## src/rtl/shift_cmd_issuer.sv

```systemverilog
// Command-issue stage for the 8-bit barrel shifter: a small command FIFO
// drives the shifter pins from its head entry, and the result is registered into a valid/ready slot.
module shift_cmd_issuer #(
  parameter int DEPTH = 4,
  parameter int CNT_W = $clog2(DEPTH + 1)
) (
  input  logic             clk,
  input  logic             rst,
  input  logic             cmd_valid,
  output logic             cmd_ready,
  input  logic [7:0]       cmd_data,
  input  logic [2:0]       cmd_amt,
  input  logic [2:0]       cmd_mode,
  output logic [7:0]       sh_data_in,
  output logic [2:0]       sh_shift_amt,
  output logic [2:0]       sh_mode_sel,
  input  logic [7:0]       sh_data_out,
  output logic             res_valid,
  input  logic             res_ready,
  output logic [7:0]       res_data,
  output logic [2:0]       res_mode,
  output logic             res_illegal,
  output logic [CNT_W-1:0] count
);

  localparam int PTR_W = $clog2(DEPTH);
  localparam logic [CNT_W-1:0] FULL_CNT = CNT_W'(DEPTH);
  localparam logic [2:0] LAST_LEGAL_MODE = 3'b100;

  typedef enum logic {
    SLOT_EMPTY,
    SLOT_FULL
  } slot_t;

  slot_t slot_q, slot_d;

  logic [7:0] data_mem [DEPTH];
  logic [2:0] amt_mem  [DEPTH];
  logic [2:0] mode_mem [DEPTH];

  logic [PTR_W-1:0] wr_ptr, rd_ptr;
  logic full, empty, push, pop;

  // Ready comes only from the registered occupancy, so a pop at full never
  // lets a push through in the same cycle.
  assign full      = (count == FULL_CNT);
  assign empty     = (count == '0);
  assign cmd_ready = !full;
  assign push      = cmd_valid && !full;
  assign res_valid = (slot_q == SLOT_FULL);
  assign pop       = !empty && (!res_valid || res_ready);

  always_comb begin
    sh_data_in   = '0;
    sh_shift_amt = '0;
    sh_mode_sel  = '0;
    if (!empty) begin
      sh_data_in   = data_mem[rd_ptr];
      sh_shift_amt = amt_mem[rd_ptr];
      sh_mode_sel  = mode_mem[rd_ptr];
    end
  end

  always_comb begin
    slot_d = slot_q;
    if (pop) begin
      slot_d = SLOT_FULL;
    end else if (res_ready) begin
      slot_d = SLOT_EMPTY;
    end
  end

  always_ff @(posedge clk) begin
    if (rst) begin
      slot_q <= SLOT_EMPTY;
    end else begin
      slot_q <= slot_d;
    end
  end

  always_ff @(posedge clk) begin
    if (push) begin
      data_mem[wr_ptr] <= cmd_data;
      amt_mem[wr_ptr]  <= cmd_amt;
      mode_mem[wr_ptr] <= cmd_mode;
    end
  end

  always_ff @(posedge clk) begin
    if (rst) begin
      wr_ptr <= '0;
      rd_ptr <= '0;
      count  <= '0;
    end else begin
      if (push) begin
        wr_ptr <= wr_ptr + 1'b1;
      end
      if (pop) begin
        rd_ptr <= rd_ptr + 1'b1;
      end
      case ({push, pop})
        2'b10:   count <= count + 1'b1;
        2'b01:   count <= count - 1'b1;
        default: count <= count;
      endcase
    end
  end

  // res_data holds its last value when the slot drains without a refill.
  always_ff @(posedge clk) begin
    if (rst) begin
      res_data    <= '0;
      res_mode    <= '0;
      res_illegal <= 1'b0;
    end else if (pop) begin
      res_data    <= sh_data_out;
      res_mode    <= sh_mode_sel;
      res_illegal <= (sh_mode_sel > LAST_LEGAL_MODE);
    end
  end

endmodule

```

## config.mk

```make
export PLATFORM = sky130hd
export DESIGN_NAME = shift_cmd_issuer
export DESIGN_NICKNAME = d
export VERILOG_FILES = /design/src/rtl/shift_cmd_issuer.sv
export SDC_FILE = /design/constraint.sdc
export NUM_CORES = 1
export LEC_CHECK = 0
export ABC_AREA = 1
export CAP_MARGIN = 20
export CELL_PAD_IN_SITES_DETAIL_PLACEMENT = 1
export CELL_PAD_IN_SITES_GLOBAL_PLACEMENT = 1
export CORE_MARGIN = 2
export CORE_UTILIZATION = 43
export CTS_CLUSTER_SIZE = 40
export DETAILED_ROUTE_END_ITERATION = 8
export PLACE_DENSITY = 0.82
export SLEW_MARGIN = 10
export SYNTH_ARGS = -nofsm -noshare
export SYNTH_HDL_FRONTEND = slang
export SYNTH_SLANG_ARGS = --single-unit
```

## constraint.sdc

```tcl
create_clock -name clk -period 4 [get_ports clk]
set_input_delay 1.2 -clock clk [delete_from_list [all_inputs] [get_ports clk]]
set_output_delay 1.2 -clock clk [all_outputs]
set_load 0.02 [all_outputs]
```

==> impl_results.md, run 1 <==
* Synth top area cells: edfxtp_1 (53%), dfxtp_1 (14%), nor2_1 (8.3%)
* Worst setup margin at around 430 ps
* Vias in the first global route at about 2,400
* Pin count of the biggest net entering global routing at 29
* Die area at 8025 um^2
* Clock skew at roughly 10 ps
* Synth Area per Inst at around 11 um^2
* Final Max Tran Viols at 0
* Fillers at around 810
* Required @ worst endpoint at 2800 ps
* Critical path class: reg2out
* Dpl hpwl at around 5.2 mm
* Ys async rst share at 0
* TritonCTS Buffers at 9
* Later-pin clock latency in the skew report at 360 ps
* Actual slew at the worst max-slew pin at 530.6 ps
* Average via count per standard cell at 4.941
* Synth cell types at 21
* Simple-gate share of the synthesized area at 0.1331
* Top-area cell type share of the netlist area at 0.5340
* Post-layout minimum cycle time at 3574 ps
* Status: finished, final reports clean
* Antenna-violating nets left at 0
* Initial antenna violation count at 0
* Worst-path maximum fanout at 20
* Syn_nets at 326
* Fin crit share at 0.8935
* Worst Hold Class: reg2reg
* Cell leakage power at between 1.5 and 2 nW
* Final GP Congestion at 0.7222
* First-pass GRT wire length at between 10 and 15 mm
* 1st-iter DRT viols at 134
* Adder-cell share of the synthesized area at 0.02622
* Hold buffers post-CTS at 0
* Max Cap Viol at 0
* Crit path capture type: primary output
* GRT Util Overall at 0.2090
* Complex-gate fraction of the synthesized area at 0.09813
* Rel. slew slack at 0.6459
* RSZ-0062 raised after global routing: false
* Initial core utilization at 0.4389
* Setup bufs post-CTS at 0
* Synth top cells by count: nor2_1 (70), edfxtp_1 (56), o21ai_0 (29)
* Mapped Cells at approximately 300
* Worst Setup Start Kind: flip-flop
* Setup TNS at 0 ps
* Fmax at 0.2798 GHz
* Yosys top cell by area: edfxtp_1
* Ys flop type: edfxtp_1
* CORE AREA at between 7000 and 8000 um^2
* Final hold violation count at 0
* Clock root buffer: clkbuf_8
* Post-cts resize count at 0
* CTS tree: done
* Sequential area share after synthesis at 0.6738
* FP Rows at 31
* Xor/xnor cell area share of the yosys netlist at 0
* Nets@finish at 388
* Die width at 89.58 um
* Yosys warns at 0
* GR Overflow Total at 0
* Die height at 89.58 um
* Routed WL at 7.650 mm
* Largest family of logic cells by synthesized area: simple AND/OR/NAND/NOR gates
* Antenna diodes at 0
* I/O Buffers at 56
* Mux contribution to synthesized area at 0
* Most common cell in the netlist: nor2_1
* TritonRoute pass-1 iters at 4
* Num ports at between 50 and 60
* H-tree depth at 3
* Power density cells at ~750 nW/um^2
* Max rail drop VDD at around 0.37 mV
* WP data arrival at 2370 ps
* Vias at 2,273
* CTS clk-pin slew, worst paths at roughly 80 ps
* CTS sink count at 78
* Area grow syn2layout at 27.53%
* Synthesized area at approximately 3100 um^2
* Setup slack at placement at just over 500 ps
* Wire per inst at 16.63 um
* Post-synth EDFFs at 56
* Layout cells sized above 1 at 0.09418
* Remaining routing DRC violations at 0
* # setup viols final at 0
* Synth Register Bits at 78
* Clock tree buffer depth at 2
==> cell usage in the layout, fill, tap and decap left out, drive strengths merged <==
| cell | netlist | layout |
|---|---|---|
| nor2 | 72 | 72 |
| edfxtp | 56 | 56 |
| bufinv | 0 | 2 |
| clkdlybuf4s50 | 0 | 56 |
| o21ai | 39 | 39 |
| fa | 1 | 1 |
| nand3 | 8 | 8 |
| dfxtp | 22 | 22 |
| nand2 | 25 | 25 |
| inv | 33 | 35 |
| ha | 5 | 5 |
| clkbuf | 2 | 10 |
| clkinvlp | 0 | 2 |
| a21oi | 22 | 22 |
| buf | 9 | 6 |
==> cell families (layout without fill, tap and decap cells) <==
group | Yosys count | after routing
and+or+nand+nor | 105 | 105
buffers and inverters | 44 | 111
adders and majority gates | 6 | 6
AOI/OAI and AO/OA | 61 | 61
DFF | 78 | 78
==> stage by stage <==
step | hold WS (ps) | power (W) | area [um^2] | std cells | util
2_1_floorplan | 418.2 | 0.001873 | 3149 | 294 | -
3_3_place_gp | 431.5 | 0.002299 | 3786 | 444 | 0.5276
3_5_place_dp | 459.2 | 0.002364 | 3786 | 444 | 0.5276
4_1_cts | 474.3 | 0.003039 | 4016 | 460 | 0.5597
5_1_grt | 521.8 | 0.003202 | 4016 | 460 | 0.5597
6_report | 469.8 | 0.003013 | 4016 | 460 | 0.5597
==> registers in the layout, indices dropped and copies added (netlist names), named ones only <==
| register | count |
|---|---|
| rd_ptr | 2 |
| mode_mem | 12 |
| res_mode | 3 |
| wr_ptr | 2 |
| amt_mem | 12 |
| res_data | 8 |
| data_mem | 32 |
| res_illegal | 1 |
| count | 3 |
| res_valid | 1 |
==> worst max-delay path: stages, from the launching register on <==
cell and delay, ps:
dfxtp_1 540, buf_4 320, nor2_1 90, nor2_1 100, o21ai_1 80, a21oi_1 240
clkdlybuf4s50_1 650
==> power breakdown <==
part	leakage (nW)	switching (W)	internal, W
registers	0.695	0.0000826	0.00102
logic	0.728	0.000767	0.000477
clock network	0.110	0.000298	0.000372
==> routing by layer <==
layer | GRT usage | routed length [um] | part of all wire | vias to the layer above
li1 | - | - | - | 1096
met4 | 0.1140 | 238 | 0.031 | 0
met1 | 0.2468 | 3064 | 0.40 | 1100
met3 | 0.03748 | 310 | 0.041 | 20
met5 | 0 | 0 | 0 | -
met2 | 0.3610 | 4036 | 0.53 | 57
==> worst paths after layout <==
| check | start | endpoint | slack [ps] | depth (start not counted) |
|---|---|---|---|---|
| worst max-delay path | flip-flop | sh_data_in[6] | 430 | 6 |
| worst min-delay path | rd_ptr[1] | flip-flop | 470 | 1 |
| worst max register to register | count[0] | count[2] | 1650 | 11 |
| worst min register to register | rd_ptr[1] | flip-flop | 470 | 1 |
==> final cells by class <==
type | count | area [um^2] | share of cell area
flip-flops and latches | 78 | 2122 | 0.5284
multi-input cells | 172 | 810.8 | 0.2019
repair buffers | 62 | 605.6 | 0.1508
clock buffers | 10 | 137.6 | 0.03427
inverters | 33 | 123.9 | 0.03084
well taps | 99 | 123.9 | 0.03084
clock inverters | 6 | 92.59 | 0.02305
Power figures use the tool's default switching activity.
==> run 2: changes to the inputs <==
--- a/config.mk
+++ b/config.mk
@@ -14,6 +14,7 @@
 export CTS_CLUSTER_SIZE = 40
 export DETAILED_ROUTE_END_ITERATION = 8
 export PLACE_DENSITY = 0.82
+export SKIP_LAST_GASP = 1
 export SLEW_MARGIN = 10
 export SYNTH_ARGS = -nofsm -noshare
 export SYNTH_HDL_FRONTEND = slang
==> results of run 2 <==
The final DEF is identical to that of run 1; final timing and power are the same.
==> run 3: changes to the inputs <==
--- a/config.mk
+++ b/config.mk
@@ -14,7 +14,6 @@
 export CTS_CLUSTER_SIZE = 40
 export DETAILED_ROUTE_END_ITERATION = 8
 export PLACE_DENSITY = 0.82
-export SKIP_LAST_GASP = 1
 export SLEW_MARGIN = 10
 export SYNTH_ARGS = -nofsm -noshare
 export SYNTH_HDL_FRONTEND = slang
==> results of run 3 <==
The final DEF is identical to that of run 1; final timing and power are the same.
